===== src/rtl/hazard_pkg.sv =====
// Shared definitions for the pipeline hazard controller: state encoding,
// register-file constants and the control bundle driven into the pipeline registers.
package hazard_pkg;

   localparam int unsigned REG_W  = 5;
   localparam int unsigned PERF_W = 32;

   localparam logic ST_RUN      = 1'b0;
   localparam logic ST_MEM_WAIT = 1'b1;

   localparam logic [REG_W-1:0] REG_ZERO = 5'd0;

   typedef enum logic {
      RUN      = ST_RUN,
      MEM_WAIT = ST_MEM_WAIT
   } state_t;

   // Field order matches the enable/flush inputs of the pipeline registers
   typedef struct packed {
      logic pcWrite;
      logic ifIdWrite;
      logic ifIdFlush;
      logic idExFlush;
      logic exMemHold;
   } hazard_ctl_t;

   function automatic logic regMatch(input logic uses,
                                     input logic [REG_W-1:0] src,
                                     input logic [REG_W-1:0] dst);
      return uses && (src == dst);
   endfunction

endpackage


===== src/rtl/hazard_loaduse_detect.sv =====
// Combinational load-use compare between the ID source operands and the EX load target.
module hazard_loaduse_detect
   import hazard_pkg::*;
(
   input  logic [REG_W-1:0] idRs,
   input  logic [REG_W-1:0] idRt,
   input  logic             idUsesRs,
   input  logic             idUsesRt,
   input  logic             exMemRead,
   input  logic [REG_W-1:0] exWrReg,
   output logic             loadUse_c
);

   // $zero is never a real dependency
   assign loadUse_c = exMemRead && (exWrReg != REG_ZERO) &&
                      (regMatch(idUsesRs, idRs, exWrReg) || regMatch(idUsesRt, idRt, exWrReg));

endmodule


===== src/rtl/hazard_ctrl.sv =====
// Pipeline stall/flush/freeze controller with data-memory wait timeout.
// Optional performance counters enabled with HAZARD_PERF_CNT_EN.
module hazard_ctrl
   import hazard_pkg::*;
#(
   parameter int unsigned MEM_TIMEOUT = 255,
   parameter int unsigned TO_W        = 8
) (
   input  logic              clk,
   input  logic              reset,
   input  logic [REG_W-1:0]  ID_rs,
   input  logic [REG_W-1:0]  ID_rt,
   input  logic              ID_UsesRs,
   input  logic              ID_UsesRt,
   input  logic              ID_Jump,
   input  logic              EX_MemRead,
   input  logic [REG_W-1:0]  EX_WrReg,
   input  logic              EX_BranchTaken,
   input  logic              MEM_MemRead,
   input  logic              MEM_MemWrite,
   input  logic              mem_ready,
   output logic              PC_Write,
   output logic              IF_ID_Write,
   output logic              IF_ID_Flush,
   output logic              ID_EX_Flush,
   output logic              EX_MEM_Hold,
`ifdef HAZARD_PERF_CNT_EN
   output logic [PERF_W-1:0] stall_cnt,
   output logic [PERF_W-1:0] flush_cnt,
   output logic [PERF_W-1:0] wait_cnt,
`endif
   output logic              mem_err
);

   localparam logic [TO_W-1:0] TO_MAX = TO_W'(MEM_TIMEOUT);

   state_t          state;
   state_t          stateNext;
   logic [TO_W-1:0] toCnt;
   logic [TO_W-1:0] toCntNext;
   logic            memAccess;
   logic            loadUse;
   logic            freeze;
   hazard_ctl_t     ctl;

   hazard_loaduse_detect u_loaduse (
      .idRs      (ID_rs),
      .idRt      (ID_rt),
      .idUsesRs  (ID_UsesRs),
      .idUsesRt  (ID_UsesRt),
      .exMemRead (EX_MemRead),
      .exWrReg   (EX_WrReg),
      .loadUse_c (loadUse)
   );

   assign memAccess = MEM_MemRead | MEM_MemWrite;
   assign freeze    = (state == MEM_WAIT) || ((state == RUN) && memAccess && !mem_ready);

   // Next state and timeout count; count saturates so a hung access stays visible
   always_comb begin
      stateNext = state;
      toCntNext = toCnt;
      case (state)
         RUN: begin
            if (memAccess && !mem_ready) begin
               stateNext = MEM_WAIT;
               toCntNext = TO_W'(1);
            end
         end
         MEM_WAIT: begin
            if (memAccess && mem_ready) begin
               stateNext = RUN;
               toCntNext = '0;
            end else if (toCnt != TO_MAX) begin
               toCntNext = toCnt + TO_W'(1);
            end
         end
         default: begin
            stateNext = RUN;
            toCntNext = '0;
         end
      endcase
   end

   always_ff @(posedge clk or negedge reset) begin
      if (!reset) begin
         state   <= RUN;
         toCnt   <= '0;
         mem_err <= 1'b0;
      end else begin
         state   <= stateNext;
         toCnt   <= toCntNext;
         mem_err <= mem_err | ((stateNext == MEM_WAIT) && (toCntNext == TO_MAX));
      end
   end

   // Priority: freeze > taken branch > load-use bubble > jump > normal flow
   always_comb begin
      ctl = '0;
      if (!reset) begin
         ctl = '0;
      end else if (freeze) begin
         ctl.exMemHold = 1'b1;
      end else if (EX_BranchTaken) begin
         ctl.pcWrite   = 1'b1;
         ctl.ifIdWrite = 1'b1;
         ctl.ifIdFlush = 1'b1;
         ctl.idExFlush = 1'b1;
      end else if (loadUse) begin
         ctl.idExFlush = 1'b1;
      end else if (ID_Jump) begin
         ctl.pcWrite   = 1'b1;
         ctl.ifIdWrite = 1'b1;
         ctl.ifIdFlush = 1'b1;
      end else begin
         ctl.pcWrite   = 1'b1;
         ctl.ifIdWrite = 1'b1;
      end
   end

   assign PC_Write    = ctl.pcWrite;
   assign IF_ID_Write = ctl.ifIdWrite;
   assign IF_ID_Flush = ctl.ifIdFlush;
   assign ID_EX_Flush = ctl.idExFlush;
   assign EX_MEM_Hold = ctl.exMemHold;

`ifdef HAZARD_PERF_CNT_EN
   logic stallApplied;
   assign stallApplied = !freeze && !EX_BranchTaken && loadUse;

   always_ff @(posedge clk or negedge reset) begin
      if (!reset) begin
         stall_cnt <= '0;
         flush_cnt <= '0;
         wait_cnt  <= '0;
      end else begin
         if (stallApplied)                  stall_cnt <= stall_cnt + PERF_W'(1);
         if (ctl.ifIdFlush | ctl.idExFlush) flush_cnt <= flush_cnt + PERF_W'(1);
         if (freeze)                        wait_cnt  <= wait_cnt + PERF_W'(1);
      end
   end
`endif

endmodule

===== config.mk =====
export PLATFORM = sky130hd
export DESIGN_NAME = hazard_ctrl
export DESIGN_NICKNAME = d
export VERILOG_FILES = /design/src/rtl/hazard_pkg.sv /design/src/rtl/hazard_loaduse_detect.sv /design/src/rtl/hazard_ctrl.sv
export SDC_FILE = /design/constraint.sdc
export NUM_CORES = 1
export LEC_CHECK = 0
export ABC_AREA = 1
export BUFFER_PORTS_ARGS = -buffer_cell sky130_fd_sc_hd__buf_2
export CAP_MARGIN = 20
export CORE_AREA = 2 2 49 46
export CTS_CLUSTER_DIAMETER = 80
export DETAILED_ROUTE_END_ITERATION = 16
export DIE_AREA = 0 0 51 48
export GPL_TIMING_DRIVEN = 0
export PLACE_DENSITY = 0.88
export SETUP_SLACK_MARGIN = 0.4
export SYNTH_ARGS = -nofsm -noshare
export SYNTH_HDL_FRONTEND = slang
export SYNTH_HIERARCHICAL = 1
export SYNTH_SLANG_ARGS = --single-unit

===== constraint.sdc =====
create_clock -name clk -period 1.69 [get_ports clk]
set_input_delay 0.2535 -clock clk [delete_from_list [all_inputs] [get_ports clk]]
set_output_delay 0.2535 -clock clk [all_outputs]
set_load 0.02 [all_outputs]

==> impl_metrics.toml <==
[route]
via_count = 1149
vias_per_cell = 4.95
wl_per_cell_um = 11.9
firstDrtPassIters = 4
totalWireLength_mm = 2.76
drtIter0Drc = 39
drc = 0
ant_nets = 0

[finish]
finalNonFillerCells = 232
synthToLayoutAreaGrowth_pct = 54.3
fin_util_pct = 74.3
drive_gt1_share_pct = 48.3
final_common_cell = "nand2_1"
fin_nets = 235
final_cell_mix = "47 x nand2_1, 21 x buf_2, 18 x nand2_2"
diodes = 0

[timing]
fin_ws_ns = 0.0943
max-slew-margin-rel_pct = 68.1
setup_viol = 0
hold_viol = 0
period_minus_slack_ns = 1.60
max_slew.worst_pin.slew_ns = 0.476
max_clock_freq_ghz = 0.627
hold_ws_ns = 0.308
slew_violations = 0
post-route-period-util_pct = 94.4
clock_skew_ns = 0.0166
rsz0062_at_grt = "yes"
tns_ns = 0

[cts]
cts_tree = "done"
cts.clk_slew.worst_paths_ns = 0.05
ctsLongestPathBuffers = 2
cts_htree_levels = 1
root_buffer = "clkbuf_4"
clkLatencyLatePin_ns = 0.28
cts_inserted_buffers = 3
cts_num_sinks = 10

[critical_path]
crit_fanout = 7
r2r_end = "mem_err$_DFF_PN0_"
crit_type = "reg2reg"
slowest_stage = "dfrtp_1"
r2r_cells = 12
critical_path.max_stage_delay_ns = 0.36
start_kind = "flop"
r2r_setup_slack_ns = 0.09
cp_common_cell = "nand2_2"
critPathArrivalTime_ns = 1.75
r2r-start = "toCnt[0]$_DFF_PN0_"
endpoint_kind = "flop"
path_buf_inv = 2
crit_path_cell_trace = "ha_2, nand2_2, nor2_4, nand2_4, buf_4, buf_4, nand3_2, nand2_2, nand2_2, nor2_1, nand2_1, nand2_1"
required_ns = 1.85
critPathTopFamily = "simple AND/OR/NAND/NOR gates"

[global_routing]
grt_max_degree = 11
grt_util_all_layers_pct = 23.2
antenna_found_initial = 0
grt_pass1_wl_mm = 4.05
grt-ovfl-total = 0
grt_pass1_vias = 1030

[synth]
syn-cell-area_sq_um = 912
syn_area_per_cell_sq_um = 5.74
syn_nets = 185
synthCells = 159
ys_ff_latch = 10
yosys.cell_types.count = 20
seq_area_frac_synth_pct = 27.4
yosys_warnings = 6

[floorplanning]
initial_utilization_pct = 48.1
num_io_pins = 31
die_y_um = 48
fp.dieArea_sq_um = 2450
core_sq_um = 1900
dieWidth_um = 51
rows = 15

[power]
leakage_nw = 0.771
irDropWorstVdd_v = 0.000443
p_per_area_nw_per_um2 = 530

[placement]
place_inst = 214
place_congestion = 0.910
io_buffers = 30
pre_cts_ws_ns = 0.0244
dp_hpwl_mm = 1.72

[hold_path]
whs_path_depth = 3
min_to = "state$_DFF_PN0_"
hp-class = "in2reg"
hold_start = "MEM_MemRead"

[flow_run]
maxCapViolCount = 0

[status]
outcome = "complete, no violations"
-- stage by stage --
step	cell area (sq um)	power [mW]
2_1_floorplan	950	0.398
4_1_cts	1280	0.692
6_report	1410	0.746
3_3_place_gp	1130	0.459
3_5_place_dp	1130	0.472
5_1_grt	1410	0.785
-- sequential cells by signal (all words and copies together) (netlist names) --
register and flops:
state 1, mem_err 1, toCnt 8
-- per-layer routing --
layer,vias up,track usage (%),wire length [um]
met5,-,0,0
met4,0,12.4,58
met3,6,5.63,175
met2,46,46.0,1490
met1,520,23.2,1040
li1,577,-,-
-- final cells by class --
cell class / count / area, sq um
repair buffers: 45 / 329
plain buffers: 1 / 11.3
inverters: 31 / 123
well taps: 25 / 31.3
clock buffers: 3 / 22.5
multi-input cells: 117 / 639
fillers: 146 / 488
flip-flops and latches: 10 / 251
-- worst max path at each step --
stage                             from           endpoint  slack (ns)  cells after the start
detailed placement        MEM_MemWrite        IF_ID_Flush        0.02                      8
finish              toCnt[0]$_DFF_PN0_  mem_err$_DFF_PN0_        0.09                     12
global placement          MEM_MemWrite        IF_ID_Flush        0.07                      8
floorplan                 MEM_MemWrite        IF_ID_Flush        0.29                      6
global route        toCnt[0]$_DFF_PN0_  mem_err$_DFF_PN0_        0.02                     13
CTS                        EX_WrReg[4]           PC_Write        0.15                      9
-- synth_stat cells --
library cell,instances,area share [%]
o21ai_1,1,0.55
a21oi_1,4,2.2
clkinv_1,1,0.41
nor2_4,3,3.7
or2_1,1,0.69
o21ai_0,4,2.2
nor2_1,17,7.0
buf_4,1,0.82
o21ai_2,1,0.96
nand2_4,1,1.2
nand2_1,62,26
o21a_1,1,0.82
nor2_2,3,2.1
inv_1,21,8.6
nand4_1,3,2.1
dfrtp_1,10,27
nand3_1,12,6.6
inv_2,9,3.7
nand2_2,3,2.1
ha_1,1,1.4
-- power by group --
group | switching, mW | leakage, nW | internal, mW
clock | 0.0863 | 0.0138 | 0.0823
sequential | 0.0140 | 0.127 | 0.257
combinational | 0.161 | 0.630 | 0.145
total | 0.261 | 0.771 | 0.484
-- logic make-up (layout without fill, tap and decap cells) --
logic type | count (synthesis) | in the layout | share of synthesized area (%)
simple gates | 105 | 105 | 50.9
flops | 10 | 10 | 27.4
fa+ha+maj | 1 | 1 | 1.37
compound gates | 11 | 11 | 6.72
buf+inv | 32 | 80 | 13.6
-- timing repair --
action | in CTS | in global routing
buffers inserted | 11 | 3
hold buffers | 1 | 0
pin swaps | 10 | 19
resized for setup | 13 | 37
cloned | 0 | 0
hold endpoints to repair | 10 | 0
setup endpoints to repair | 8 | 13
-- tightest hold or removal path: stages --
cell	delay, ns
buf_2	0.10
nor2_4	0.04
a21oi_1	0.13
(Power assumes the default switching activity.)
